===== config.mk =====
export PLATFORM = sky130hd
export DESIGN_NAME = dmi_jtag_tap_multi
export DESIGN_NICKNAME = d
export VERILOG_FILES = /design/src/rtl/dmi_jtag_tap_multi.sv
export SDC_FILE = /design/constraint.sdc
export NUM_CORES = 1
export LEC_CHECK = 0
export BUFFER_PORTS_ARGS = -buffer_cell sky130_fd_sc_hd__buf_2
export CORE_MARGIN = 10
export CORE_UTILIZATION = 35
export DETAILED_ROUTE_END_ITERATION = 6
export HOLD_SLACK_MARGIN = 0.05
export PLACE_DENSITY = 0.54
export SETUP_SLACK_MARGIN = 0.02
export SYNTH_ARGS = -nofsm -noshare
export SYNTH_HDL_FRONTEND = slang
export SYNTH_SLANG_ARGS = --single-unit

===== constraint.sdc =====
create_clock -name tck_i -period 2 [get_ports tck_i]
set_clock_uncertainty 0.15 [all_clocks]
set_input_delay 0.4 -clock tck_i [delete_from_list [all_inputs] [get_ports tck_i]]
set_output_delay 0.4 -clock tck_i [all_outputs]
set_load 0.005 [all_outputs]

===== src/rtl/dmi_jtag_tap_multi.sv =====
// -----------------------------------------------------------------------------
// dmi_jtag_tap_multi
// IEEE 1149.1 TAP for the RISC-V debug transport module. It holds the 16-state
// TAP FSM, the instruction register and the BYPASS, IDCODE and DTMCS data
// registers. DR scans are routed to the DMI chain or to one of NumUserChan
// external user chains.
//
// Ports
//   tck_i, trst_ni          JTAG clock and asynchronous active-low reset
//   tms_i, td_i, td_o       TMS, TDI, TDO (TDO launched on the falling TCK edge)
//   tdo_oe_o                TDO output enable (Shift-IR or Shift-DR)
//   testmode_i              DFT: clock the TDO flops on non-inverted TCK
//   test_logic_reset_o,
//   capture_dr_o, shift_dr_o,
//   update_dr_o             TAP state decodes
//   dmi_access_o,
//   dtmcs_select_o,
//   user_select_o           IR decodes (user_select_o is one-hot)
//   dmi_reset_o,
//   dmi_hard_reset_o        one-TCK pulses issued after Update-DR of DTMCS
//   dmi_error_i             DMI status, captured into dtmcs.dmistat
//   chain_tdi_o             TDI forwarded to the external chains
//   dmi_tdo_i, user_tdo_i   serial outputs of the external chains
// -----------------------------------------------------------------------------
module dmi_jtag_tap_multi #(
  parameter int unsigned IrLength    = 5,
  parameter logic [31:0] IdcodeValue = 32'h00000001,
  parameter int unsigned NumUserChan = 2,
  parameter int unsigned UserIrBase  = 32'h12,
  parameter int unsigned DmiAbits    = 7,
  parameter int unsigned DmiIdle     = 1
) (
  input  logic                                        tck_i,
  input  logic                                        trst_ni,
  input  logic                                        tms_i,
  input  logic                                        td_i,
  output logic                                        td_o,
  output logic                                        tdo_oe_o,
  input  logic                                        testmode_i,
  output logic                                        test_logic_reset_o,
  output logic                                        capture_dr_o,
  output logic                                        shift_dr_o,
  output logic                                        update_dr_o,
  output logic                                        dmi_access_o,
  output logic [((NumUserChan > 0) ? NumUserChan : 1)-1:0] user_select_o,
  output logic                                        dtmcs_select_o,
  output logic                                        dmi_reset_o,
  output logic                                        dmi_hard_reset_o,
  input  logic [1:0]                                  dmi_error_i,
  output logic                                        chain_tdi_o,
  input  logic                                        dmi_tdo_i,
  input  logic [((NumUserChan > 0) ? NumUserChan : 1)-1:0] user_tdo_i
);

  localparam int unsigned UserW = (NumUserChan > 0) ? NumUserChan : 1;

  localparam logic [3:0] TestLogicReset = 4'd0;
  localparam logic [3:0] RunTestIdle    = 4'd1;
  localparam logic [3:0] SelectDrScan   = 4'd2;
  localparam logic [3:0] CaptureDr      = 4'd3;
  localparam logic [3:0] ShiftDr        = 4'd4;
  localparam logic [3:0] Exit1Dr        = 4'd5;
  localparam logic [3:0] PauseDr        = 4'd6;
  localparam logic [3:0] Exit2Dr        = 4'd7;
  localparam logic [3:0] UpdateDr       = 4'd8;
  localparam logic [3:0] SelectIrScan   = 4'd9;
  localparam logic [3:0] CaptureIr      = 4'd10;
  localparam logic [3:0] ShiftIr        = 4'd11;
  localparam logic [3:0] Exit1Ir        = 4'd12;
  localparam logic [3:0] PauseIr        = 4'd13;
  localparam logic [3:0] Exit2Ir        = 4'd14;
  localparam logic [3:0] UpdateIr       = 4'd15;

  localparam logic [IrLength-1:0] IrIdcode  = IrLength'(32'h01);
  localparam logic [IrLength-1:0] IrDtmcs   = IrLength'(32'h10);
  localparam logic [IrLength-1:0] IrDmi     = IrLength'(32'h11);
  localparam logic [IrLength-1:0] IrCapture = IrLength'(32'h05);
  localparam logic [2:0]          IdleField  = 3'(DmiIdle);
  localparam logic [5:0]          AbitsField = 6'(DmiAbits);

  logic [3:0]          r_state;
  logic [3:0]          w_state_next;
  logic [IrLength-1:0] r_ir;
  logic [IrLength-1:0] r_ir_shift;
  logic [31:0]         r_idcode;
  logic [31:0]         r_dtmcs;
  logic                r_bypass;
  logic                r_dmi_reset;
  logic                r_dmi_hard_reset;
  logic                r_tdo;
  logic                r_tdo_oe;
  logic                w_idcode_sel;
  logic                w_dtmcs_sel;
  logic                w_dmi_sel;
  logic [UserW-1:0]    w_user_sel;
  logic                w_user_any;
  logic                w_tdo_mux;
  logic                w_tdo_clk;
  logic [31:0]         w_dtmcs_cap;

  // TAP next-state logic, IEEE 1149.1 state graph
  always_comb begin
    w_state_next = r_state;
    case (r_state)
      TestLogicReset: w_state_next = tms_i ? TestLogicReset : RunTestIdle;
      RunTestIdle:    w_state_next = tms_i ? SelectDrScan   : RunTestIdle;
      SelectDrScan:   w_state_next = tms_i ? SelectIrScan   : CaptureDr;
      CaptureDr:      w_state_next = tms_i ? Exit1Dr        : ShiftDr;
      ShiftDr:        w_state_next = tms_i ? Exit1Dr        : ShiftDr;
      Exit1Dr:        w_state_next = tms_i ? UpdateDr       : PauseDr;
      PauseDr:        w_state_next = tms_i ? Exit2Dr        : PauseDr;
      Exit2Dr:        w_state_next = tms_i ? UpdateDr       : ShiftDr;
      UpdateDr:       w_state_next = tms_i ? SelectDrScan   : RunTestIdle;
      SelectIrScan:   w_state_next = tms_i ? TestLogicReset : CaptureIr;
      CaptureIr:      w_state_next = tms_i ? Exit1Ir        : ShiftIr;
      ShiftIr:        w_state_next = tms_i ? Exit1Ir        : ShiftIr;
      Exit1Ir:        w_state_next = tms_i ? UpdateIr       : PauseIr;
      PauseIr:        w_state_next = tms_i ? Exit2Ir        : PauseIr;
      Exit2Ir:        w_state_next = tms_i ? UpdateIr       : ShiftIr;
      UpdateIr:       w_state_next = tms_i ? SelectDrScan   : RunTestIdle;
      default:        w_state_next = TestLogicReset;
    endcase
  end

  // TAP state register
  always_ff @(posedge tck_i or negedge trst_ni) begin
    if (!trst_ni) begin
      r_state <= TestLogicReset;
    end else begin
      r_state <= w_state_next;
    end
  end

  // Instruction register and its shift stage
  always_ff @(posedge tck_i or negedge trst_ni) begin
    if (!trst_ni) begin
      r_ir       <= IrIdcode;
      r_ir_shift <= '0;
    end else begin
      case (r_state)
        TestLogicReset: begin
          r_ir       <= IrIdcode;
          r_ir_shift <= '0;
        end
        CaptureIr: r_ir_shift <= IrCapture;
        ShiftIr:   r_ir_shift <= {td_i, r_ir_shift[IrLength-1:1]};
        UpdateIr:  r_ir       <= r_ir_shift;
        default:   r_ir_shift <= r_ir_shift;
      endcase
    end
  end

  // IR decode; codes 0 and all-ones fall through to BYPASS with every other
  // unrecognised value
  always_comb begin
    w_idcode_sel = (r_ir == IrIdcode);
    w_dtmcs_sel  = (r_ir == IrDtmcs);
    w_dmi_sel    = (r_ir == IrDmi);
    w_user_sel   = '0;
    for (int i = 0; i < int'(NumUserChan); i++) begin
      w_user_sel[i] = (r_ir == IrLength'(UserIrBase + 32'(i)));
    end
    w_user_any = |w_user_sel;
  end

  assign w_dtmcs_cap = {14'b0, 1'b0, 1'b0, 1'b0, IdleField, dmi_error_i, AbitsField, 4'd1};

  // Internal data registers: capture, shift LSB-first, clear in Test-Logic-Reset
  always_ff @(posedge tck_i or negedge trst_ni) begin
    if (!trst_ni) begin
      r_idcode <= IdcodeValue;
      r_bypass <= 1'b0;
      r_dtmcs  <= 32'h0;
    end else begin
      case (r_state)
        TestLogicReset: begin
          r_idcode <= IdcodeValue;
          r_bypass <= 1'b0;
        end
        CaptureDr: begin
          if (w_idcode_sel) r_idcode <= IdcodeValue;
          if (w_dtmcs_sel)  r_dtmcs  <= w_dtmcs_cap;
          r_bypass <= 1'b0;
        end
        ShiftDr: begin
          if (w_idcode_sel) r_idcode <= {td_i, r_idcode[31:1]};
          if (w_dtmcs_sel)  r_dtmcs  <= {td_i, r_dtmcs[31:1]};
          r_bypass <= td_i;
        end
        default: r_bypass <= r_bypass;
      endcase
    end
  end

  // dmireset / dmihardreset pulses, one TCK long, only from a DTMCS update
  always_ff @(posedge tck_i or negedge trst_ni) begin
    if (!trst_ni) begin
      r_dmi_reset      <= 1'b0;
      r_dmi_hard_reset <= 1'b0;
    end else if ((r_state == UpdateDr) && w_dtmcs_sel) begin
      r_dmi_reset      <= r_dtmcs[16];
      r_dmi_hard_reset <= r_dtmcs[17];
    end else begin
      r_dmi_reset      <= 1'b0;
      r_dmi_hard_reset <= 1'b0;
    end
  end

  // TDO source selection
  always_comb begin
    if (r_state == ShiftIr) begin
      w_tdo_mux = r_ir_shift[0];
    end else if (w_idcode_sel) begin
      w_tdo_mux = r_idcode[0];
    end else if (w_dtmcs_sel) begin
      w_tdo_mux = r_dtmcs[0];
    end else if (w_dmi_sel) begin
      w_tdo_mux = dmi_tdo_i;
    end else if (w_user_any) begin
      w_tdo_mux = |(user_tdo_i & w_user_sel);
    end else begin
      w_tdo_mux = r_bypass;
    end
  end

  // In test mode the TDO flops run on the plain TCK so scan sees one clock edge
  assign w_tdo_clk = testmode_i ? tck_i : ~tck_i;

  // TDO launch flops, half a cycle after the state/shift update
  always_ff @(posedge w_tdo_clk or negedge trst_ni) begin
    if (!trst_ni) begin
      r_tdo    <= 1'b0;
      r_tdo_oe <= 1'b0;
    end else begin
      r_tdo    <= w_tdo_mux;
      r_tdo_oe <= (r_state == ShiftIr) || (r_state == ShiftDr);
    end
  end

  assign td_o               = r_tdo;
  assign tdo_oe_o           = r_tdo_oe;
  assign test_logic_reset_o = (r_state == TestLogicReset);
  assign capture_dr_o       = (r_state == CaptureDr);
  assign shift_dr_o         = (r_state == ShiftDr);
  assign update_dr_o        = (r_state == UpdateDr);
  assign dmi_access_o       = w_dmi_sel;
  assign dtmcs_select_o     = w_dtmcs_sel;
  assign user_select_o      = w_user_sel;
  assign dmi_reset_o        = r_dmi_reset;
  assign dmi_hard_reset_o   = r_dmi_hard_reset;
  assign chain_tdi_o        = td_i;

endmodule


After elaboration in Yosys (flattened, before gate mapping)
Index checks and enable logic that the tools add are counted. W data, S select, Z words.

Multipliers: 0. Reduce and logical (&&, ||, !) cells: 16. Multiplexer cells: 30. Add/subtract/negate cells: 0. Bitwise logic cells: 2. Order comparisons: 0. Div/mod/pow operators: 0. Shift-type cells: 0. Equality and inequality tests: 24.

Operators with widths (number): $mux W32 (4); $pmux W32 S3 (1); $pmux W32 S2 (1); $pmux W4 S12 (1); $eq A4 B4 Y1 const B (8); $eq A5 B5 Y1 const B (4); $eq A4 B3 Y1 const B (4); $mux W4 (4); $pmux W5 S3 (1); $mux W1 (11); $pmux W5 S2 (1); $reduce_or A2 Y1 (5); $eq A4 B2 Y1 const B (2); $ne A2 B1 Y1 const B (4); $mux W2 (3); $mux W3 (2); $reduce_and A3 Y1 (2); $reduce_bool A2 Y1 (3); $reduce_bool A3 Y1 (2); $eq A5 B1 Y1 const B (1); $eq A4 B1 Y1 const B (1); $logic_not A4 Y1 (1); $reduce_or A3 Y1 (1); $and A2 B2 Y2 (1); other kinds (4) (4).

Memories kept: 0. Bits in read-only memories: 0. Latch bits: 0. Memory bits (writable): 0. Bits of input ports: 10. Output and inout port bits: 13. Register bits after elaboration: 83.

Longest topological paths before layout
Depth after elaboration: 8. Gate-level depth with buffers: 7. Gate-level depth less buffers: 4.

==> summary.md <==
| Metric | Value |
|---|---|
| Worst Setup Path Type | reg2out |
| Met3 usage | 3.76% |
| Synth area leaders | sky130_fd_sc_hd__dfrtp_1 54%, sky130_fd_sc_hd__mux2i_1 8.8%, sky130_fd_sc_hd__a22o_1 7.4% |
| Count of final max-slew check failures | 0 |
| Final Net Count | 445 |
| Area growth from synthesis to layout | 37.1% |
| Warnings, synthesis | 0 |
| Violations in the final reports | setup timing |
| TritonCTS clock tree | done |
| Cell taking the most area after synthesis | sky130_fd_sc_hd__dfrtp_1 |
| Most frequent cells in the layout | 77 x sky130_fd_sc_hd__dfrtp_1, 42 x sky130_fd_sc_hd__nand2_1, 35 x sky130_fd_sc_hd__inv_1 |
| Count of endpoints failing hold in the final timing report | 0 |
| Remaining number of nets flagged by the antenna check after routing | 0 |
| Worst-path fanout max | 1 |
| Number of DRC markers in iteration 0 | 135 |
| Post-Synthesis Cells | 348 |
| Number of failing setup endpoints in the final timing report | 71 |
| Post-detailed-route via-to-cell ratio | 4.89 |
| Seq. cell area | 0.00208 mm2 |
| Global routing usage on met2 | 18.8% |
| Placeable core region | 0.0104 mm2 |
| Leading cell type in the layout, fill and taps excluded | sky130_fd_sc_hd__dfrtp_1 |
| Cell internal pwr | 4.81 mW |
| Most instantiated flip-flop cell in the synthesis netlist | sky130_fd_sc_hd__dfrtp_1 |
| Boundary Pins | 23 |
| Total congestion overflow after global routing | 0 |
| Number of inserted diodes | 0 |
| Clock network latency to the later pin of the worst-skew pair | 570 ps |
| Worst Max-Slew Pin Slew | 420 ps |
| Die extent in x | 124 um |
| Crit path buf inv count | 1 |
| Number of detailed-route iterations in the first pass | 4 |
| RePlAce Congestion | 0.757 |
| Post-detailed-route wirelength per cell | 15.1 um |
| Number of enable flip-flop cells after synthesis | 0 |
| Worst path required time | 1450 ps |
| Static Leak | 2.35 nW |
| Min Hold Slack | 85.7 ps |
| Total DRC errors in the routed layout | 0 |
| Met1 global-route usage | 15.4% |
| Proportion of power drawn by combinational gates | 46.8% |
| Antenna violations before repair | 0 |
| Total placed instance area | 0.00422 mm2 |
| Count of state elements after synthesis | 83 |
| Max VDD drop | 0.676 mV |
| Unrepaired setup endpoints after global routing | yes |
| Area of all placed cells without fillers | 0.00517 mm2 |
| FILL cells | 933 |
| Run status | finished, violations left |
| Busiest layer in global routing | met2 |
| Area of the die | 0.0153 mm2 |
| Startpoint type of the worst setup path | flop |
| WL final | 8690 um |
| Multi-input gate area in the final layout | 0.00150 mm2 |
| Highest-delay cell along the critical path | sky130_fd_sc_hd__dfrtp_1 |
| Initial cell density of the core | 36.2% |
| Power Dens Cells | 1400 mW/mm2 |
| DP Wirelength | 4810 um |
| Placement row count | 37 |
| Layout cells sized above 1 | 33.2% |
| Relative max-transition margin | 72.0% |
| Clock network fraction of total power | 23.2% |
| Mapped Avg Cell Area | 10.8 um2 |
| Maxcap violations | 0 |
| Number of library cell types mapped by synthesis | 45 |
| Detailed-route via count | 2816 |
| Maximum number of pins on one net before global-route repair | 78 |
| Sw Share | 33.6% |
| Critical Path AT | 2190 ps |
| Largest stage delay on the critical path | 370 ps |
| Sequence of cells on the critical path | buf_2 |
| Synth async-reset ratio | 100% |
| Net count of the mapped netlist | 358 |
| Vert. Die Dim | 124 um |
| Mapped Area | 0.00377 mm2 |
| Kind of capture point of the worst setup path | output pin |
| Net switching power of the design | 2.43 mW |
| Share of the synthesized area in the top cell type | 53.7% |
| First-pass GRT wire length | 14600 um |
| Sequential share of power | 30.0% |
| Total Routing Usage GR | 12.2% |
| Crit-path leading delay family | flip-flops |
| Hold Crit Class | in2reg |
| Register area share after synthesis | 55.1% |
| Via count of the first global-routing pass | 2877 |
| Clock transition at the registers of the reported paths | 30 ps |
| Final WS setup | -737 ps |
| IO Port Bufs | 22 |
[worst paths after layout]
kind,from,to,slack (ps),cells after the start
worst max-delay path,td_o,td_o,-740,1
worst min-delay path,user_tdo_i[0],td_o,90,4
worst max register to register,r_state[1],tdo_oe_o,-320,5
worst min register to register,r_dtmcs[11],r_dtmcs[11],350,2
max in group asynchronous,trst_ni,td_o,230,3
min in group asynchronous,trst_ni,r_idcode[0],190,2
[area by class of cell]
cell class,instances,area share [%]
well taps,136,3.29
multi-input cells,202,29.0
flip-flops and latches,83,40.3
clock inverters,5,1.21
clock buffers,18,4.79
inverters,38,2.88
repair buffers,94,18.5
[per-layer routing]
layer | part of all wire (%) | vias up
met5 | 0 | -
met4 | 1.5 | 0
met2 | 47 | 36
li1 | - | 1377
met1 | 49 | 1389
met3 | 2.9 | 14
[synthesized netlist by cell type, drive strengths merged, types with 2 or more instances]
master / n
a21oi: 11
a22o: 32
a311oi: 2
a31oi: 2
and2: 2
and3: 4
buf: 17
clkbuf: 8
dfrtp: 81
dfstp: 2
inv: 38
mux2i: 33
nand2: 43
nand2b: 2
nand3: 4
nand4b: 2
nor2: 16
nor2b: 3
nor3: 5
o21ai: 9
o22a: 6
o22ai: 3
o32ai: 4
or2: 3
xnor2: 2
[registers in the layout (all words and copies together) (netlist names)]
register	flops
r_dtmcs	32
r_bypass	1
r_ir	5
tdo_oe_o	1
r_ir_shift	5
r_state	4
dmi_hard_reset_o	1
td_o	1
r_idcode	32
dmi_reset_o	1
[repair_timing]
item | in CTS | in global routing
hold buffers | 6 | 0
buffers inserted | 30 | 12
pin swaps | 13 | 14
endpoints found under the setup margin | 75 | 84
resized for setup | 66 | 24
endpoints found under the hold margin | 88 | 0
gates cloned | 4 | 0
[metrics by stage]
stage                     worst slack [ps]  utilization (%)  std cells  power (mW)  setup TNS, ps
after global placement                -314             40.5        513        4.45          -3600
final                                 -737             49.6        576        7.25         -13010
after floorplan                       -303                -        348        3.79           -519
after detailed placement              -336             40.5        513        4.48          -4070
after CTS                             -780             49.9        576        7.40         -18860
after global routing                  -794             49.6        576        7.67         -16580
[kinds of logic after synthesis]
group                     count (synthesis)  share of synthesized area, %
and+or+nand+nor                          89                          11.3
muxes                                    34                          9.16
xor gates and xnor gates                  2                         0.465
DFF                                      83                          55.1
AOI/OAI and AO/OA                        77                          15.8
buffers and inverters                    63                          8.10
[power by group through the flow]
| stage | clock network (mW) | logic [mW] | registers (mW) |
|---|---|---|---|
| 6_report | 1.68 | 3.39 | 2.17 |
| 5_1_grt | 1.81 | 3.66 | 2.20 |
| 4_1_cts | 1.75 | 3.51 | 2.14 |
| 3_5_place_dp | 0.0209 | 2.30 | 2.16 |
| 3_3_place_gp | 0.0209 | 2.28 | 2.15 |
| 2_1_floorplan | 0.0210 | 1.63 | 2.14 |
No activity file was read; power rests on OpenSTA's default activity.
